[src/rtl/csa_final_adder_pipe.sv]
`default_nettype none
// ============================================================================
// Module   : csa_final_adder_pipe
// Purpose  : Two-stage elastic carry-propagate adder that resolves the
//            sum/carry pair from the multiplier's compressor tree.
// Revision : 1.0 - initial release
// ============================================================================
module csa_final_adder_pipe #(
    parameter int W     = 128,
    parameter int SPLIT = 64,
    parameter int TAG_W = 12
) (
    input  logic             clk,
    input  logic             rst_n,
    input  logic             in_valid,
    output logic             in_ready,
    input  logic [W-1:0]     in_sum,
    input  logic [W-1:0]     in_carry,
    input  logic [TAG_W-1:0] in_tag,
    output logic             out_valid,
    input  logic             out_ready,
    output logic [W-1:0]     out_prod,
    output logic [TAG_W-1:0] out_tag,
    output logic             out_ovf
);

    localparam int HI_W = W - SPLIT;

    logic [W-1:0]     w_b;
    logic             w_s1_adv;
    logic             w_s2_adv;
    logic [HI_W:0]    w_hi;

    logic             s1_valid_q,  s1_valid_d;
    logic [SPLIT:0]   s1_lo_q,     s1_lo_d;
    logic [HI_W-1:0]  s1_sum_hi_q, s1_sum_hi_d;
    logic [HI_W-1:0]  s1_b_hi_q,   s1_b_hi_d;
    logic             s1_cmsb_q,   s1_cmsb_d;
    logic [TAG_W-1:0] s1_tag_q,    s1_tag_d;

    logic             s2_valid_q,  s2_valid_d;
    logic [W-1:0]     s2_prod_q,   s2_prod_d;
    logic             s2_ovf_q,    s2_ovf_d;
    logic [TAG_W-1:0] s2_tag_q,    s2_tag_d;

    // Carry vector bit i carries weight 2^(i+1); its MSB falls off and feeds ovf.
    assign w_b      = {in_carry[W-2:0], 1'b0};
    assign w_s2_adv = ~s2_valid_q | out_ready;
    assign w_s1_adv = ~s1_valid_q | w_s2_adv;
    assign in_ready = w_s1_adv;

    assign w_hi = {1'b0, s1_sum_hi_q} + {1'b0, s1_b_hi_q}
                + {{HI_W{1'b0}}, s1_lo_q[SPLIT]};

    always_comb begin
        s1_valid_d  = s1_valid_q;
        s1_lo_d     = s1_lo_q;
        s1_sum_hi_d = s1_sum_hi_q;
        s1_b_hi_d   = s1_b_hi_q;
        s1_cmsb_d   = s1_cmsb_q;
        s1_tag_d    = s1_tag_q;
        s2_valid_d  = s2_valid_q;
        s2_prod_d   = s2_prod_q;
        s2_ovf_d    = s2_ovf_q;
        s2_tag_d    = s2_tag_q;

        if (w_s1_adv) begin
            s1_valid_d = in_valid;
            // Data only captured with a real transaction to avoid idle toggling.
            if (in_valid) begin
                s1_lo_d     = {1'b0, in_sum[SPLIT-1:0]} + {1'b0, w_b[SPLIT-1:0]};
                s1_sum_hi_d = in_sum[W-1:SPLIT];
                s1_b_hi_d   = w_b[W-1:SPLIT];
                s1_cmsb_d   = in_carry[W-1];
                s1_tag_d    = in_tag;
            end
        end

        if (w_s2_adv) begin
            s2_valid_d = s1_valid_q;
            if (s1_valid_q) begin
                s2_prod_d = {w_hi[HI_W-1:0], s1_lo_q[SPLIT-1:0]};
                s2_ovf_d  = w_hi[HI_W] | s1_cmsb_q;
                s2_tag_d  = s1_tag_q;
            end
        end
    end

    always_ff @(posedge clk or negedge rst_n) begin
        if (!rst_n) begin
            s1_valid_q  <= 1'b0;
            s1_lo_q     <= '0;
            s1_sum_hi_q <= '0;
            s1_b_hi_q   <= '0;
            s1_cmsb_q   <= 1'b0;
            s1_tag_q    <= '0;
            s2_valid_q  <= 1'b0;
            s2_prod_q   <= '0;
            s2_ovf_q    <= 1'b0;
            s2_tag_q    <= '0;
        end else begin
            s1_valid_q  <= s1_valid_d;
            s1_lo_q     <= s1_lo_d;
            s1_sum_hi_q <= s1_sum_hi_d;
            s1_b_hi_q   <= s1_b_hi_d;
            s1_cmsb_q   <= s1_cmsb_d;
            s1_tag_q    <= s1_tag_d;
            s2_valid_q  <= s2_valid_d;
            s2_prod_q   <= s2_prod_d;
            s2_ovf_q    <= s2_ovf_d;
            s2_tag_q    <= s2_tag_d;
        end
    end

    assign out_valid = s2_valid_q;
    assign out_prod  = s2_prod_q;
    assign out_tag   = s2_tag_q;
    assign out_ovf   = s2_ovf_q;

endmodule
`default_nettype wire

[config.mk]
export PLATFORM = sky130hd
export DESIGN_NAME = csa_final_adder_pipe
export DESIGN_NICKNAME = d
export VERILOG_FILES = /design/src/rtl/csa_final_adder_pipe.sv
export SDC_FILE = /design/constraint.sdc
export NUM_CORES = 1
export LEC_CHECK = 0
export BUFFER_PORTS_ARGS = -buffer_cell sky130_fd_sc_hd__buf_2
export CAP_MARGIN = 20
export CORE_UTILIZATION = 51
export CTS_CLUSTER_SIZE = 8
export DETAILED_ROUTE_END_ITERATION = 7
export GPL_ROUTABILITY_DRIVEN = 0
export PLACE_DENSITY = 0.84
export SYNTH_ARGS = -nofsm -noshare
export SYNTH_HDL_FRONTEND = slang
export SYNTH_SLANG_ARGS = --single-unit
[constraint.sdc]
create_clock -name clk -period 3.1 [get_ports clk]
set_input_delay 0.155 -clock clk [delete_from_list [all_inputs] [get_ports clk]]
set_output_delay 0.155 -clock clk [all_outputs]
set_load 0.03 [all_outputs]
### Yosys cells after proc, flatten, opt, wreduce, memory -nomap -nowiden

Cells that the tools add are included.

| storage, ports and cells | value |
|---|---|
| output and inout bits | 143 |
| register bits after elaboration | 349 |
| bits of input ports | 272 |
| logic and storage cells | 20 |

| cells by class | value |
|---|---|
| bitwise gates (word level) | 5 |
| reductions and logical operators | 2 |
| add/subtract/negate cells | 3 |

Operators by type and width:

| kind | count |
|---|---|
| adder 64 x 64 -> 65 bit | 2 |
| adder 65 x 1 -> 65 bit | 1 |
| AND reduction 2 bit | 2 |
| bitwise OR 1 bit | 3 |
| NOT 1 bit | 2 |

### Longest topological paths before layout

| depth | value |
|---|---|
| word-level depth | 4 |
| mapped depth | 13 |
| depth with buffers taken out | 13 |

### Worst setup path before layout

No wires, ideal clock.

| timing path | value |
|---|---|
| path type | register -> register |
| start | register s1_lo_q[64] |
| end | register s2_ovf_q, in the netlist out_ovf |
| setup time | 126 ps |
| path buffers | 0 |
| path slack | 125 ps |
| stages on the path, launching flop included | 14 |
| arrival | 2849 ps |
| clock period less this slack | 2975 ps |
| data required time | 2974 ps |
| cell sequence | dfrtp_1 > fa_1 > inv_1 > fa_1 > nor2b_1 > o2111ai_1 > a21oi_1 > o211ai_1 > a21boi_0 > o21ai_1 > a21oi_1 > o21ai_1 > o211ai_1 > a221o_1 |

| on the way | value |
|---|---|
| word-level cells in the longest chain between the ends | 2 |

RTL lines:

| item | line | source |
|---|---|---|
| start, declared | 35 | `logic [SPLIT:0] s1_lo_q, s1_lo_d;` |
| start signal, assigned | 103 | `s1_lo_q <= s1_lo_d;` |
| adder 65 x 1 -> 65 bit | 53 | `+ {{HI_W{1'b0}}, s1_lo_q[SPLIT]};` |
| bitwise OR 1 bit | 83 | `s2_ovf_d = w_hi[HI_W] \| s1_cmsb_q;` |
| end signal, assigned | 110 | `s2_ovf_q <= s2_ovf_d;` |
| end, declared | 43 | `logic s2_ovf_q, s2_ovf_d;` |

Every way passes these cells.
A chain may end at the register's enable or synchronous reset.

### Worst setup path after layout

| timing path | value |
|---|---|
| start | register s1_lo_q[64] |
| end | register s2_prod_q[118], in the netlist out_prod[118] |

| on the way | value |
|---|---|
| word-level cells in the longest chain between the ends | 1 |

RTL lines:

| item | line | source |
|---|---|---|
| adder 65 x 1 -> 65 bit | 53 |  |
| end signal, assigned | 109 | `s2_prod_q <= s2_prod_d;` |
| end, declared | 42 | `logic [W-1:0] s2_prod_q, s2_prod_d;` |

Every way passes these cells.

==> reports/results.md <==
| Quantity | This run |
| --- | --- |
| Clock period minus final worst setup slack | 3.03 ns |
| Remaining global-route overflow | 0 |
| Crit path capture type | flip-flop |
| Hpwl dp | 45.4 mm |
| Number of distinct library cells after synthesis | 73 |
| Number of remaining DRC errors | 0 |
| Classification of the worst setup path | reg -> reg |
| CTS tree | done |
| Fmax | 0.330 GHz |
| Class of the worst hold path | in -> reg |
| Layer carrying the most global-route usage | met2 |
| Unrepaired setup endpoints after global routing | yes |
| Top cells by count, synth | nand2_1, dfrtp_1, o21ai_0 |
| Crit-path max FO | 3 |
| Worst Hold Depth | 4 |
| Remaining antenna violation count | 0 |
| Synth Flop Type | dfrtp_1 |
| Area contributors post-synth | dfrtp_1, nand2_1, ha_1 |
| PortBufs | 414 |
| Setup Viol. Count Final | 0 |
| Pre-antenna DRT Iters | 6 |
| Setup WS post-layout | 0.0705 ns |
| Die Y-Extent | 200 µm |
| Largest area contributor in the synthesized netlist | dfrtp_1 |
| Status | completed |
| Clock sinks | 349 |
| Worst Path Arrival | 3.54 ns |
| Avg Synthesized Cell Area | 8.25 µm² |
| Final number of max-transition violations | 0 |
| Final-report hold violation count | 0 |
| Layout cell share with drive strength beyond 1 | 21.5% |
| Area grow syn2layout | 31.8% |
| Leakage Power | 13.7 nW |
| Via density per instance | 5.80 |
| Period Utilization, post-route | 97.7% |
| Share of the yosys chip area belonging to registers | 43.6% |
| Root cell of the clock tree | clkbuf_16 |
| Required @ worst endpoint | 3.61 ns |
| Area enclosed by the die boundary | 0.0401 mm² |
| CTS max path bufs | 3 |
| Area share of the largest cell type after synthesis | 43.6% |
| Antenna violations before repair | 3 |
| Post-Syn Nets | 2830 |
| Overall track demand over capacity in global routing | 33.1% |
| Total Wirelength | 66.9 mm |
| Number of CTS-inserted buffers | 49 |
| Kind of start point of the critical path | flip-flop |
| Most common cell in the synthesized netlist | nand2_1 |
| Detail-routed net length per standard cell | 18.7 µm |
| Pin count of the biggest net entering global routing | 160 |
| Total number of yosys warnings | 0 |
| Worst supply voltage drop on vdd | 0.405 mV |
| Source-to-sink clock delay at the later pin of the worst-skew pair | 0.59 ns |
| Utilization after layout | 68.2% |
| Number of synthesized register bits | 349 |
| Number of max-cap violations | 0 |
| Cells on worst reg2reg path | 14 |
| Number of H-tree levels | 2 |
| Total vias in the final route | 20800 |
| Number of global-route vias before repair | 21200 |
| Starting density of the core | 51.8% |
| Filler cell count in the final layout | 2846 |
| Worst slack, placed | -0.463 ns |
| Worst clock skew | 0.0282 ns |
| GR Util met2 | 55.9% |
| Combined area of all synthesized cells | 0.0200 mm² |
| Number of placement rows | 72 |
| Count of routing violations after the opening detailed-route iteration | 1750 |
| Total power consumption of the routed design | 0.0181 W |
| Pwr/cell area | 686 mW/mm² |
| Clock-pin slew on the worst setup and hold paths | 0.05 ns |
| Cell count after synthesis | 2429 |
| Slew at the pin closest to its max-slew limit | 0.854 ns |
| Nets | 3453 |
| First-pass GRT wire length | 108 mm |
| Async SR Flop Fraction | 100% |
| Io pins | 415 |
| Worst slew margin relative to its limit | 43.1% |
| Global-route met1 utilization | 39.6% |
| Core box area | 0.0387 mm² |
| Number of enable flip-flop cells after synthesis | 0 |
| Die width | 200 µm |
| Routing usage on met3 | 7.47% |
==> metrics by stage <==
step | cell area, µm² | std cells | TNS [ns] | hold WS, ns
detailed placement | 23300 | 3363 | -4.19 | 0.272
global route | 26400 | 3576 | -0.647 | 0.110
finish | 26400 | 3577 | 0 | 0.0902
floorplan | 20000 | 2429 | 0 | -0.141
CTS | 26200 | 3566 | 0 | 0.0544
global placement | 23300 | 3363 | -1.78 | 0.253
==> timing repair <==
item | CTS | global route
pin swaps | 5 | 12
setup endpoints to repair | 23 | 36
gates resized for setup | 14 | 37
hold buffers | 149 | 0
endpoints found under the hold margin | 238 | 0
buffers inserted | 0 | 7
==> cells in the final DEF, fill, tap and decap left out, drive strengths merged, types with 71 or more instances in the layout <==
cell type,count
buf,543
nand2,879
o21ai,179
a21oi,157
nor2,71
ha,126
dfrtp,349
a21o,85
dlygate4sd3,149
==> registers in the layout, summed over array words and instances (netlist names) <==
| register | count |
|---|---|
| out_prod | 128 |
| s1_lo_q | 65 |
| s1_b_hi_q | 64 |
| s1_sum_hi_q | 64 |
| out_tag | 12 |
| s1_tag_q | 12 |
| out_ovf | 1 |
| out_valid | 1 |
| s1_cmsb_q | 1 |
| s1_valid_q | 1 |
==> final timing paths <==
| path | start | slack, ns | to |
|---|---|---|---|
| max | s1_lo_q[64]$_DFFE_PN0P_ | 0.07 | out_prod[118]$_DFFE_PN0P_ |
| max in group asynchronous | rst_n | 2.01 | out_prod[42]$_DFFE_PN0P_ |
| min | in_carry[3] | 0.09 | s1_lo_q[4]$_DFFE_PN0P_ |
| max reg2reg | s1_lo_q[64]$_DFFE_PN0P_ | 0.07 | out_prod[118]$_DFFE_PN0P_ |
| min reg2reg | s1_lo_q[51]$_DFFE_PN0P_ | 0.46 | out_prod[51]$_DFFE_PN0P_ |
| min in group asynchronous | rst_n | 0.21 | out_prod[81]$_DFFE_PN0P_ |
==> cell type report <==
| type | count | area [µm²] | share of cell area (%) |
|---|---|---|---|
| multi-input cells | 1929 | 11000 | 41.6 |
| clock buffers | 53 | 1290 | 4.89 |
| diodes | 4 | 10.0 | 0.0379 |
| flip-flops and latches | 349 | 8730 | 33.0 |
| clock inverters | 1 | 8.76 | 0.0331 |
| inverters | 31 | 116 | 0.440 |
| repair buffers | 692 | 4630 | 17.5 |
| well taps | 518 | 648 | 2.45 |
==> metal layers <==
layer	vias to the layer above	wire length, µm
met4	0	3670
li1	9492	-
met2	1184	32100
met5	-	0
met1	9781	25000
met3	296	6140
==> worst max-delay path, stage by stage, from the launching register on <==
cell       delay, ns
dfrtp_1         0.37
fa_2            0.24
inv_2           0.05
fa_2            0.37
nor2b_4         0.14
o2111ai_2       0.14
a21oi_2         0.17
o211ai_1        0.12
buf_4           0.17
a21boi_4        0.20
o21ai_4         0.10
a21oi_4         0.21
or2_1           0.15
or4b_1          0.44
nand3_1         0.09
==> report_power, final <==
group	switching [W]	leakage (nW)	internal, W
Combinational	0.00447	8.79	0.00247
Sequential	0.000715	4.29	0.00562
Clock	0.00197	0.641	0.00289
==> cell families after synthesis <==
group / count (synthesis) / synth area share, %
xor gates and xnor gates: 106 / 4.63
AOI/OAI and AO/OA: 574 / 17.7
adders and majority gates: 129 / 8.16
DFF: 349 / 43.6
muxes: 1 / 0.0562
and+or+nand+nor: 1119 / 22.9
buffers and inverters: 151 / 2.98
Note: power is estimated with default switching activity, not from simulation.
